File: src/rtl/lc3_ctrl_pkg.sv
// Shared types for the LC-3 control unit: FSM states, opcodes, mux encodings and the control word.
// Pure declarations, so there is no latency or backpressure here.
package lc3_ctrl_pkg;

    typedef enum logic [4:0] {
        S_HALTED,
        S_F_MAR,
        S_F_READ,
        S_F_IR,
        S_DECODE,
        S_ADD,
        S_AND,
        S_NOT,
        S_BR_CHK,
        S_BR_TAKE,
        S_JMP,
        S_JSR,
        S_JSR_PC,
        S_LDR_ADDR,
        S_LDR_READ,
        S_LDR_WB,
        S_STR_ADDR,
        S_STR_DATA,
        S_STR_WRITE,
        S_PAUSE1,
        S_PAUSE2
    } state_t;

    localparam logic [3:0] OP_BR    = 4'b0000;
    localparam logic [3:0] OP_ADD   = 4'b0001;
    localparam logic [3:0] OP_JSR   = 4'b0100;
    localparam logic [3:0] OP_AND   = 4'b0101;
    localparam logic [3:0] OP_LDR   = 4'b0110;
    localparam logic [3:0] OP_STR   = 4'b0111;
    localparam logic [3:0] OP_NOT   = 4'b1001;
    localparam logic [3:0] OP_JMP   = 4'b1100;
    localparam logic [3:0] OP_PAUSE = 4'b1101;

    localparam logic [1:0] PCMUX_INC   = 2'b00;
    localparam logic [1:0] PCMUX_BUS   = 2'b01;
    localparam logic [1:0] PCMUX_ADDER = 2'b10;

    localparam logic [1:0] ADDR2_ZERO  = 2'b00;
    localparam logic [1:0] ADDR2_OFF6  = 2'b01;
    localparam logic [1:0] ADDR2_OFF9  = 2'b10;
    localparam logic [1:0] ADDR2_OFF11 = 2'b11;

    localparam logic [1:0] ALUK_ADD   = 2'b00;
    localparam logic [1:0] ALUK_AND   = 2'b01;
    localparam logic [1:0] ALUK_NOT   = 2'b10;
    localparam logic [1:0] ALUK_PASSA = 2'b11;

    typedef struct packed {
        logic       ld_mar;
        logic       ld_mdr;
        logic       ld_ir;
        logic       ld_ben;
        logic       ld_cc;
        logic       ld_reg;
        logic       ld_pc;
        logic       gate_pc;
        logic       gate_mdr;
        logic       gate_alu;
        logic       gate_marmux;
        logic [1:0] pcmux;
        logic       drmux;
        logic       sr1mux;
        logic       sr2mux;
        logic       addr1mux;
        logic [1:0] addr2mux;
        logic [1:0] aluk;
        logic       mem_ce;
        logic       mem_oe;
        logic       mem_we;
        logic       halted;
    } ctrl_t;

    function automatic logic is_mem_state(input state_t s);
        return (s == S_F_READ) || (s == S_LDR_READ) || (s == S_STR_WRITE);
    endfunction

endpackage

File: src/rtl/mem_wait_cnt.sv
// Memory wait-state counter: done pulses on the final cycle of an (MEM_WAIT+1)-cycle access.
// Counts only while en is high and returns to zero whenever en is low or done fires.
module mem_wait_cnt #(
    parameter int MEM_WAIT = 2
) (
    input  logic Clk,
    input  logic Reset,
    input  logic en,
    output logic done
);
    localparam int W = (MEM_WAIT > 0) ? $clog2(MEM_WAIT + 1) : 1;
    localparam logic [W-1:0] LAST = W'(MEM_WAIT);

    logic [W-1:0] cnt_q;
    logic [W-1:0] cnt_d;

    assign done = en && (cnt_q == LAST);

    // Clearing on done means the counter never needs to wrap.
    always_comb begin
        cnt_d = '0;
        if (en && !done) begin
            cnt_d = cnt_q + 1'b1;
        end
    end

    always_ff @(posedge Clk or posedge Reset) begin
        if (Reset) begin
            cnt_q <= '0;
        end else begin
            cnt_q <= cnt_d;
        end
    end

endmodule

File: src/rtl/isdu_control.sv
// LC-3 instruction sequencing/decode FSM; outputs are a Moore decode of the current state.
// Memory states stretch by MEM_WAIT cycles; PAUSE waits for a full Continue press/release.
module isdu_control
    import lc3_ctrl_pkg::*;
#(
    parameter int MEM_WAIT = 2
) (
    input  logic        Clk,
    input  logic        Reset,
    input  logic        Run,
    input  logic        Continue,
    input  logic [15:0] IR,
    input  logic        BEN,
    output logic        LD_MAR,
    output logic        LD_MDR,
    output logic        LD_IR,
    output logic        LD_BEN,
    output logic        LD_CC,
    output logic        LD_REG,
    output logic        LD_PC,
    output logic        GatePC,
    output logic        GateMDR,
    output logic        GateALU,
    output logic        GateMARMUX,
    output logic [1:0]  PCMUX,
    output logic        DRMUX,
    output logic        SR1MUX,
    output logic        SR2MUX,
    output logic        ADDR1MUX,
    output logic [1:0]  ADDR2MUX,
    output logic [1:0]  ALUK,
    output logic        Mem_CE,
    output logic        Mem_OE,
    output logic        Mem_WE,
    output logic        Halted
);
    state_t state_q;
    state_t state_d;
    ctrl_t  ctrl;
    logic   wait_done;
    logic   unused_ir;

    assign unused_ir = ^{IR[11:6], IR[4:0]};

    mem_wait_cnt #(
        .MEM_WAIT (MEM_WAIT)
    ) u_wait (
        .Clk   (Clk),
        .Reset (Reset),
        .en    (is_mem_state(state_q)),
        .done  (wait_done)
    );

    always_comb begin
        state_d = state_q;
        unique case (state_q)
            S_HALTED:    if (Run) state_d = S_F_MAR;
            S_F_MAR:     state_d = S_F_READ;
            S_F_READ:    if (wait_done) state_d = S_F_IR;
            S_F_IR:      state_d = S_DECODE;
            S_DECODE: begin
                unique case (IR[15:12])
                    OP_ADD:   state_d = S_ADD;
                    OP_AND:   state_d = S_AND;
                    OP_NOT:   state_d = S_NOT;
                    OP_BR:    state_d = S_BR_CHK;
                    OP_JMP:   state_d = S_JMP;
                    OP_JSR:   state_d = S_JSR;
                    OP_LDR:   state_d = S_LDR_ADDR;
                    OP_STR:   state_d = S_STR_ADDR;
                    OP_PAUSE: state_d = S_PAUSE1;
                    default:  state_d = S_F_MAR;
                endcase
            end
            // BEN was loaded by DECODE one cycle earlier, so it is current here.
            S_BR_CHK:    state_d = BEN ? S_BR_TAKE : S_F_MAR;
            S_JSR:       state_d = S_JSR_PC;
            S_LDR_ADDR:  state_d = S_LDR_READ;
            S_LDR_READ:  if (wait_done) state_d = S_LDR_WB;
            S_STR_ADDR:  state_d = S_STR_DATA;
            S_STR_DATA:  state_d = S_STR_WRITE;
            S_STR_WRITE: if (wait_done) state_d = S_F_MAR;
            S_PAUSE1:    if (Continue) state_d = S_PAUSE2;
            S_PAUSE2:    if (!Continue) state_d = S_F_MAR;
            default:     state_d = S_F_MAR;
        endcase
    end

    always_ff @(posedge Clk or posedge Reset) begin
        if (Reset) begin
            state_q <= S_HALTED;
        end else begin
            state_q <= state_d;
        end
    end

    always_comb begin
        ctrl = '0;
        unique case (state_q)
            S_HALTED: ctrl.halted = 1'b1;
            S_F_MAR: begin
                ctrl.gate_pc = 1'b1;
                ctrl.ld_mar  = 1'b1;
                ctrl.pcmux   = PCMUX_INC;
                ctrl.ld_pc   = 1'b1;
            end
            S_F_READ, S_LDR_READ: begin
                ctrl.mem_ce = 1'b1;
                ctrl.mem_oe = 1'b1;
                ctrl.ld_mdr = 1'b1;
            end
            S_F_IR: begin
                ctrl.gate_mdr = 1'b1;
                ctrl.ld_ir    = 1'b1;
            end
            S_DECODE: ctrl.ld_ben = 1'b1;
            S_ADD, S_AND, S_NOT: begin
                ctrl.gate_alu = 1'b1;
                ctrl.ld_reg   = 1'b1;
                ctrl.ld_cc    = 1'b1;
                ctrl.aluk     = (state_q == S_ADD) ? ALUK_ADD :
                                (state_q == S_AND) ? ALUK_AND : ALUK_NOT;
                ctrl.sr2mux   = (state_q != S_NOT) && IR[5];
            end
            S_BR_TAKE: begin
                ctrl.pcmux    = PCMUX_ADDER;
                ctrl.addr2mux = ADDR2_OFF9;
                ctrl.ld_pc    = 1'b1;
            end
            S_JMP: begin
                ctrl.sr1mux   = 1'b1;
                ctrl.aluk     = ALUK_PASSA;
                ctrl.gate_alu = 1'b1;
                ctrl.pcmux    = PCMUX_BUS;
                ctrl.ld_pc    = 1'b1;
            end
            S_JSR: begin
                ctrl.drmux   = 1'b1;
                ctrl.gate_pc = 1'b1;
                ctrl.ld_reg  = 1'b1;
            end
            S_JSR_PC: begin
                ctrl.pcmux    = PCMUX_ADDER;
                ctrl.addr2mux = ADDR2_OFF11;
                ctrl.ld_pc    = 1'b1;
            end
            S_LDR_ADDR, S_STR_ADDR: begin
                ctrl.addr1mux    = 1'b1;
                ctrl.addr2mux    = ADDR2_OFF6;
                ctrl.gate_marmux = 1'b1;
                ctrl.ld_mar      = 1'b1;
            end
            S_LDR_WB: begin
                ctrl.gate_mdr = 1'b1;
                ctrl.ld_reg   = 1'b1;
                ctrl.ld_cc    = 1'b1;
            end
            S_STR_DATA: begin
                ctrl.aluk     = ALUK_PASSA;
                ctrl.gate_alu = 1'b1;
                ctrl.ld_mdr   = 1'b1;
            end
            S_STR_WRITE: begin
                ctrl.mem_ce = 1'b1;
                ctrl.mem_we = 1'b1;
            end
            default: ctrl = '0;
        endcase
    end

    assign LD_MAR     = ctrl.ld_mar;
    assign LD_MDR     = ctrl.ld_mdr;
    assign LD_IR      = ctrl.ld_ir;
    assign LD_BEN     = ctrl.ld_ben;
    assign LD_CC      = ctrl.ld_cc;
    assign LD_REG     = ctrl.ld_reg;
    assign LD_PC      = ctrl.ld_pc;
    assign GatePC     = ctrl.gate_pc;
    assign GateMDR    = ctrl.gate_mdr;
    assign GateALU    = ctrl.gate_alu;
    assign GateMARMUX = ctrl.gate_marmux;
    assign PCMUX      = ctrl.pcmux;
    assign DRMUX      = ctrl.drmux;
    assign SR1MUX     = ctrl.sr1mux;
    assign SR2MUX     = ctrl.sr2mux;
    assign ADDR1MUX   = ctrl.addr1mux;
    assign ADDR2MUX   = ctrl.addr2mux;
    assign ALUK       = ctrl.aluk;
    assign Mem_CE     = ctrl.mem_ce;
    assign Mem_OE     = ctrl.mem_oe;
    assign Mem_WE     = ctrl.mem_we;
    assign Halted     = ctrl.halted;

endmodule

File: config.mk
export PLATFORM = sky130hd
export DESIGN_NAME = isdu_control
export DESIGN_NICKNAME = d
export VERILOG_FILES = /design/src/rtl/lc3_ctrl_pkg.sv /design/src/rtl/mem_wait_cnt.sv /design/src/rtl/isdu_control.sv
export SDC_FILE = /design/constraint.sdc
export NUM_CORES = 1
export LEC_CHECK = 0
export CAP_MARGIN = 10
export CORE_MARGIN = 4
export CORE_UTILIZATION = 45
export CTS_CLUSTER_SIZE = 24
export DETAILED_ROUTE_END_ITERATION = 7
export PLACE_DENSITY = 0.86
export SYNTH_ARGS = -nofsm -noshare
export SYNTH_HDL_FRONTEND = slang
export SYNTH_SLANG_ARGS = --single-unit
File: constraint.sdc
create_clock -name Clk -period 4.3 [get_ports Clk]
set_clock_uncertainty 0.2 [all_clocks]
set_input_delay 0.43 -clock Clk [delete_from_list [all_inputs] [get_ports Clk]]
set_output_delay 0.43 -clock Clk [all_outputs]
set_load 0.05 [all_outputs]
# Yosys cells after proc, flatten, opt, wreduce, memory -nomap -nowiden
# Memories as Yosys holds them, arrays and structs flattened.
# Index checks and enable logic that the tools add are counted.
# op_classes
add_sub_neg,1
n_mul,0
n_div,0
magnitude_cmp,0
eq_ne,28
shifts,0
n_mux,32
bitwise_logic,0
reduce_logical,22
# op_table
op,n
5-bit one-hot mux with 14 select lines,1
"5-bit by 4-bit equality test with 1-bit output, second input constant",8
5-bit two-way mux,6
"5-bit equality test, second input constant",5
"5-bit by 3-bit equality test with 1-bit output, second input constant",4
1-bit two-way mux,18
2-bit OR reduction,6
3-bit OR reduction,4
"5-bit by 2-bit equality test with 1-bit output, second input constant",2
5-bit OR reduction,2
2-bit one-hot mux with 2 select lines,2
4-bit OR reduction,2
2-bit two-way mux,3
"2-bit by 1-bit inequality test with 1-bit output, second input constant",3
"2-bit inequality test, second input constant",3
2-bit one-hot mux with 3 select lines,1
6-bit AND reduction,1
"5-bit by 1-bit equality test with 1-bit output, second input constant",1
5-bit zero test,1
"5-bit by 3-bit inequality test with 1-bit output, second input constant",1
4-bit two-way mux,1
1-bit logical AND,3
"2-bit by 1-bit adder with 2-bit output, second input constant",1
"2-bit equality test, second input constant",1
other kinds (2),3
# word_totals
register_bits,7
latch_bits,0
mem_bits_rw,0
mem_bits_ro,80
inputBits,21
wordCells,86
mem_count,1
# mem_list
name,words,width,rd,rd_clocked_by_memory_dff,write_ports,line_no,rtl
(no name shown),16,5,1,0,0,isdu_control.sv:62,unique case (IR[15:12])

# Logic depth before layout (Yosys ltp)
# Gate-level depths: netlist of the first run.
# depth
word_depth,7
depth_mapped,7
depth_no_buf,6

# Modules after synthesis
# From an unflattened synthesis of the first run, not the netlist that was laid out.
# unflattened
hier_cells,153
hier_area_um2,1086.0
# by_module_without_submodules
module,n_inst,cells_per_inst,area_each_um2,seq_area_each_um2
isdu_control,1,145,984.7,125.1
mem_wait_cnt,1,8,101.3,50.0

# Least setup slack after synthesis of the first run
# Ideal clock, no wire load.
# synth_timing
kind,flip-flop to output port
startpoint,register state_q[1]
endpoint,output port GatePC
arrival_time_ps,2626
required_time_ps,3670
path_slack_ps,1044
path_stages_with_launch,6
path_cell_list,dfrtp_1 -> buf_6 -> clkbuf_1 -> buf_2 -> xor2_1 -> nor4b_1
# synth_between
elab_chain_len,3
word_cells_on_any_way,4
# synth_rtl
item,line_no,rtl
"start, declared",isdu_control.sv:37,state_t state_q;
"start signal, assigned",isdu_control.sv:93,state_q <= state_d;
5-bit by 4-bit equality test with 1-bit output or 5-bit by 1-bit equality test with 1-bit output (tied branches),isdu_control.sv:99,unique case (state_q)
2-bit OR reduction (no source line) (*),-,
1-bit two-way mux (*),isdu_control.sv:99,
"end, declared",isdu_control.sv:21,"output logic GatePC,"
# Every way passes the cells marked *; elsewhere a longest branch is shown, timed or not.

# Worst setup path after layout of the first run
# layout_timing
startpoint,register state_q[1]
endpoint,output port GateALU
# layout_between
elab_chain_len,3
word_cells_on_any_way,7
# layout_rtl
item,line_no,rtl
5-bit by 3-bit equality test with 1-bit output (tied with other cells),isdu_control.sv:99,
5-bit OR reduction (no source line) (*),-,
1-bit two-way mux (*),isdu_control.sv:99,
"end, declared",isdu_control.sv:23,"output logic GateALU,"
# Marks and branches as above.

==> metrics.yaml, run 1 <==
async_reset_ff_frac: 1.000
syn_area_um2: 1026
cts_setup_buffers: 0
fillerInstances: 202
finalCritPeriodShare: 0.7983
syn_to_final_growth_pct: 31.83
start_util: 0.4683
grt_pass1_wl_um: 4678
grt_overflow_total: 0
synth_top_area_share: 0.1707
nets: 192
finalSetupViolCount: 0
viasPerCell: 5.855
antenna_found_initial: 0
total_power_uw: 1062
cts_tree: "built"
synth_seq_cells: 7
worstMarginPinSlew_ns: 0.8650
synth_top_family_by_area: "simple AND/OR/NAND/NOR gates"
hp-class: "in2async"
busiest_layer: "met2"
routabilityCongestion: 0.8592
critPathTopFamily: "flip-flops"
synth-seq-area-share: 0.1707
yosys.area.top_type: "dfrtp_1"
cp_cell_sequence: "nand2b_1, nor3_1, o21bai_1, clkdlybuf4s50_1"
final_cell_mix: "34 x clkdlybuf4s50_1, 11 x a21oi_1, 10 x inv_1"
synth-xor-area-share: 0.04268
p_per_area_nw_per_um2: 785.5
drc: 0
slew_viol_final: 0
vias: 1130
grt_pass1_vias: 1068
yosysUniqueCellTypes: 48
met1_usage: 0.2183
rsz0062_at_grt: "no"
fin_crit_ns: 3.433
synth_compound_area_frac: 0.2634
cts_max_level: 1
grt_max_degree: 31
tns_ns: 0
arrival_ns: 2.80
finalWirelength_um: 2757
cts_resized: 0
crit_path_max_incr_delay_ns: 0.86
syn_area_per_cell_um2: 7.276
clk_pin_slew_ns: 0.05
cts_buffer_depth: 2
p_leak_uw: 0.0005449
grtUsageMet2: 0.3226
synth_ff_type: "dfrtp_1"
synth.area.top_cells: "dfrtp_1 17%, ha_1 6.1%, a21oi_1 5.4%"
cp_max_fo: 28
fp.dieW_um: 55.75
crit_buf_inv: 1
dp_hpwl_um: 2109
slew_headroom: 0.4233
path_class: "reg2out"
met3_usage: 0.02088
synth_cells: 141
required_ns: 3.67
peakVddDrop_mv: 0.5416
startpoint: "state_q[1]"
synth_fp_nets: 167
antenna_left: 0
cp-end-kind: "primary output"
core_area_um2: 2191
rows: 17
wl_per_cell_um: 14.28
die_area_um2: 3108
muxShareOfSynthArea: 0.01098
num_antenna_cells: 0
final_common_cell: "clkdlybuf4s50_1"
cts_buffers: 3
drive_gt1_frac: 0.04242
clk_latency_ns: 0.25
grt_usage: 0.1805
max_freq_mhz: 291.3
drt-initial-drc-count: 19
hold_buffers: 0
io_pins: 46
synthSimpleGateAreaFrac: 0.3415
drv_cap: 0
final_hold_viol_count: 0
outcome: "completed"
io_buffers: 34
die_h_um: 55.75
crit_slowest_cell: "dfrtp_1"
dr.pass1.iters: 4
synth-adder-area-share: 0.06098
crit_path_start_kind: "flop"
clock_sinks: 7
synth_edf_count: 0
cts_root_buf: "clkbuf_4"
r2r_start: "state_q[1]"
synth_warnings: 0
## worst register-to-register path, cell delays in order, from the launching register on
cell and delay [ns]:
dfrtp_1 0.86, nand2b_1 0.35, a211o_1 0.43, and3_1 0.22
a41oi_1 0.18
## cells in the mapped netlist, drive strengths merged (3+ instances only)
master	n
a21oi	11
a31oi	6
and3	3
buf	11
clkbuf	3
dfrtp	7
ha	5
inv	10
nand2	9
nand2b	6
nand3	4
nand3b	4
nor2	9
nor3	6
o21ai	4
xor2	3
## per-stage QoR
stage               utilization  instance area (um2)  hold slack [ns]  std cells  setup slack (ns)
global route             0.6174                 1353           0.2168        193            0.7144
CTS                      0.6174                 1353           0.1975        193            0.8801
detailed placement       0.6054                 1326           0.2299        189             1.164
global placement         0.6054                 1326           0.2143        189             1.186
floorplan                     -                 1026          0.03340        141             1.044
finish                   0.6174                 1353           0.1959        193            0.8673
## final cells by class
cell class	instances	area, um2	share of cell area
Clock buffer	4	26.28	0.01943
Inverter	10	37.54	0.02775
Multi-Input combinational cell	110	738.2	0.5458
Sequential cell	7	175.2	0.1295
Tap cell	28	35.03	0.02590
Timing Repair Buffer	34	340.3	0.2516
## worst paths after layout
check,to,slack (ns),cells after the start
max,GateALU,0.87,4
min,state_q[3],0.20,2
max reg2reg,state_q[2],1.98,4
min reg2reg,u_wait.cnt_q[0],0.24,1
max in group asynchronous,state_q[4],3.50,2
min in group Clk,u_wait.cnt_q[0],0.24,1
## power by group
group | switching, uW | internal (uW) | total, uW
combinational | 494 | 298 | 792
clock | 23.5 | 35.4 | 58.9
sequential | 124 | 87.3 | 211
## logic make-up (layout without fill, tap and decap cells)
kind of cell | after synthesis | in the layout
flip-flops | 7 | 7
adder cells (fa/ha/maj) | 5 | 5
AND/OR/NAND/NOR | 59 | 59
multiplexers | 1 | 1
XOR/XNOR | 5 | 5
buffers and inverters | 24 | 48
AO/OA/AOI/OAI | 40 | 40
## state kept, by name, indices dropped and copies added, names as in the netlist
signal        flops
u_wait.cnt_q      2
state_q           5
## metal layers
layer,vias up,part of all wire
met5,-,0
met4,0,0.0069
met3,2,0.052
met2,39,0.51
met1,523,0.43
li1,566,-
Power figures use the tool's default switching activity.
==> inputs of run 2 (changes only) <==
- CORE_UTILIZATION: 45 -> 38
- PLACE_DENSITY: 0.86 -> 0.77
- clock period: 4.3 -> 2.9 ns (I/O delays scaled with it)
==> run 2 against run 1 <==
  * First-iteration DRC count rose to 3.4 times the previous value
  * Combinational power increased by 64%
  * Sequential share of layout area shrank 0.27 points
  * Via count increased by 4.4%
  * Die area up 16%
  * Cell area up 2.1%
  * Critical path depth unchanged
  * Total power increased by 54%
  * Final cell count rose by 5.2%
  * Critical path type unchanged
  * Highest routed layer unchanged
==> metrics.yaml, run 2 (synthesis gave the netlist of run 1 again) <==
fillerInstances: 275  # was 202
antenna_left: 0  # unchanged
cts_tree: "built"  # unchanged
met2_length_um: 1432  # was 1405 um
rows: 18  # was 17
cts_buffer_depth: 2  # unchanged
top_register: "state_q"  # unchanged
cts_root_buf: "clkbuf_4"  # unchanged
drive_gt1_frac: 0.2023  # was 0.04242
core_area_um2: 2522  # was 2191 um2
final_cell_mix: "26 x buf_4, 16 x clkdlybuf4s50_1, 11 x a21oi_1"  # was 34 x clkdlybuf4s50_1, 11 x a21oi_1, 10 x inv_1
path_class: "reg2out"  # unchanged
wl_per_cell_um: 14.48  # was 14.28 um
num_antenna_cells: 0  # unchanged
finalWirelength_um: 2940  # was 2757 um
grt_max_degree: 18  # was 31
arrival_ns: 2.23  # was 2.80 ns
r2r_end: "state_q[2]"  # unchanged
multi_input_comb_area_um2: 749.5  # was 738.2 um2
cp-end-kind: "primary output"  # unchanged
slew_viol_final: 0  # unchanged
placed_cell_area_um2: 1355  # was 1326 um2
slew_headroom: 0.6164  # was 0.4233
grt_pass1_vias: 1105  # was 1068
crit_path_start_kind: "flop"  # unchanged
finalCritPeriodShare: 0.9383
wl_met1_um: 1251  # was 1187 um
nets: 200  # was 192
worstMarginPinSlew_ns: 0.5674  # was 0.8650 ns
fin_crit_ns: 2.721
final_util: 0.5476  # was 0.6174
grt_overflow_total: 0  # unchanged
dr_wl_met3_um: 204  # was 144 um
clock_sinks: 7  # unchanged
regArea_um2: 175.2  # unchanged
r2r_start: "state_q[2]"  # was state_q[1]
io_buffers: 34  # unchanged
finalWorstSetupSlack_ns: 0.1788  # was 0.8673 ns
p_per_area_nw_per_um2: 1184  # was 785.5 nW/um2
reg2reg_setup_slack_ns: 0.58  # was 1.98 ns
grt_pass1_wl_um: 4878  # was 4678 um
final_hold_viol_count: 0  # unchanged
drv_cap: 0  # unchanged
hp-class: "in2async"  # unchanged
clk_latency_ns: 0.26  # was 0.25 ns
grt_usage: 0.1738  # was 0.1805
fp.dieW_um: 59.96  # was 55.75 um
hold_buffers: 0  # unchanged
dp_hpwl_um: 2288  # was 2109 um
drc: 0  # unchanged
clk_pin_slew_ns: 0.05  # about the same
vias: 1180  # was 1130
final_area_um2: 1381  # was 1353 um2
cts_max_level: 1  # unchanged
cts_buffers: 3  # unchanged
routabilityCongestion: 0.9274  # was 0.8592
final_common_cell: "buf_4"  # was clkdlybuf4s50_1
r2r_cells: 5  # was 4
top_layer_used: "met4"  # unchanged
cts_resized: 0  # unchanged
rsz0062_at_grt: "no"  # unchanged
cts_setup_buffers: 0  # unchanged
required_ns: 2.41  # was 3.67 ns
dr.pass1.iters: 4  # unchanged
antenna_found_initial: 0  # unchanged
p_leak_uw: 0.0006202  # was 0.0005449 uW
io_pins: 46  # unchanged
cp_max_fo: 16  # was 28
preCtsSetupSlack_ns: 0.4662  # was 1.164 ns
reg.largest.list: "state_q: 5 flops, u_wait.cnt_q: 2 flops"  # unchanged
largest_register_ffs: 5  # unchanged
start_util: 0.4067  # was 0.4683
die_area_um2: 3595  # was 3108 um2
die_h_um: 59.96  # was 55.75 um
peakVddDrop_mv: 0.7895  # was 0.5416 mV
tns_ns: 0  # unchanged
finalSetupViolCount: 0  # unchanged
max_freq_mhz: 367.5
viasPerCell: 5.813  # was 5.855
total_power_uw: 1635  # was 1062 uW
outcome: "completed"  # unchanged
drt-initial-drc-count: 64  # was 19
syn_to_final_growth_pct: 34.63  # was 31.83%
## run 2: cell count changes in the layout (fill, tap and decap cells not counted)
cell and change:
nor3_1 -1, buf_4 +26, nor3_2 +1, nor4b_2 +1, nor4b_1 -1, clkdlybuf4s50_1 -18
## run 2: layout make-up
class                      count  share of cell area
tap                           30             0.02717
multi-input combinational    110              0.5426
clock buffer                   4             0.01902
sequential                     7              0.1268
inverter                      10             0.02717
timing repair buffer          42              0.2572
## run 2: stage by stage
step	std cells	hold WS [ns]
final	203	0.05310
after global routing	203	0.09597
after CTS	203	0.05619
after detailed placement	199	0.2170
after global placement	199	0.2139
after floorplan	141	-0.1066
## run 2: power breakdown
group,switching [uW],internal (uW)
combinational,832,466
clock,37.1,52.6
sequential,116,131
## run 2: critical path, stage by stage, from the launching register on
cell             delay (ns)
dfrtp_1                0.57
nor2_1                 0.32
nand3_1                0.15
inv_1                  0.13
clkdlybuf4s50_1        0.81
## run 2: how the worst max path moves through the flow
stage | cells past startpoint | start | slack (ns) | endpoint
after global routing | 3 | state_q[2] | 0.05 | LD_CC
after floorplan | 6 | state_q[0] | 0.15 | GateMARMUX
after detailed placement | 3 | state_q[2] | 0.47 | GatePC
after global placement | 3 | state_q[2] | 0.47 | GatePC
final | 4 | state_q[0] | 0.18 | LD_BEN
after CTS | 3 | state_q[2] | 0.18 | GatePC
## run 2: routing by layer
layer,vias to the layer above,global-route usage
li1,579,-
met1,540,0.2275
met2,52,0.2917
met3,9,0.03456
met4,0,0.04114
met5,-,0
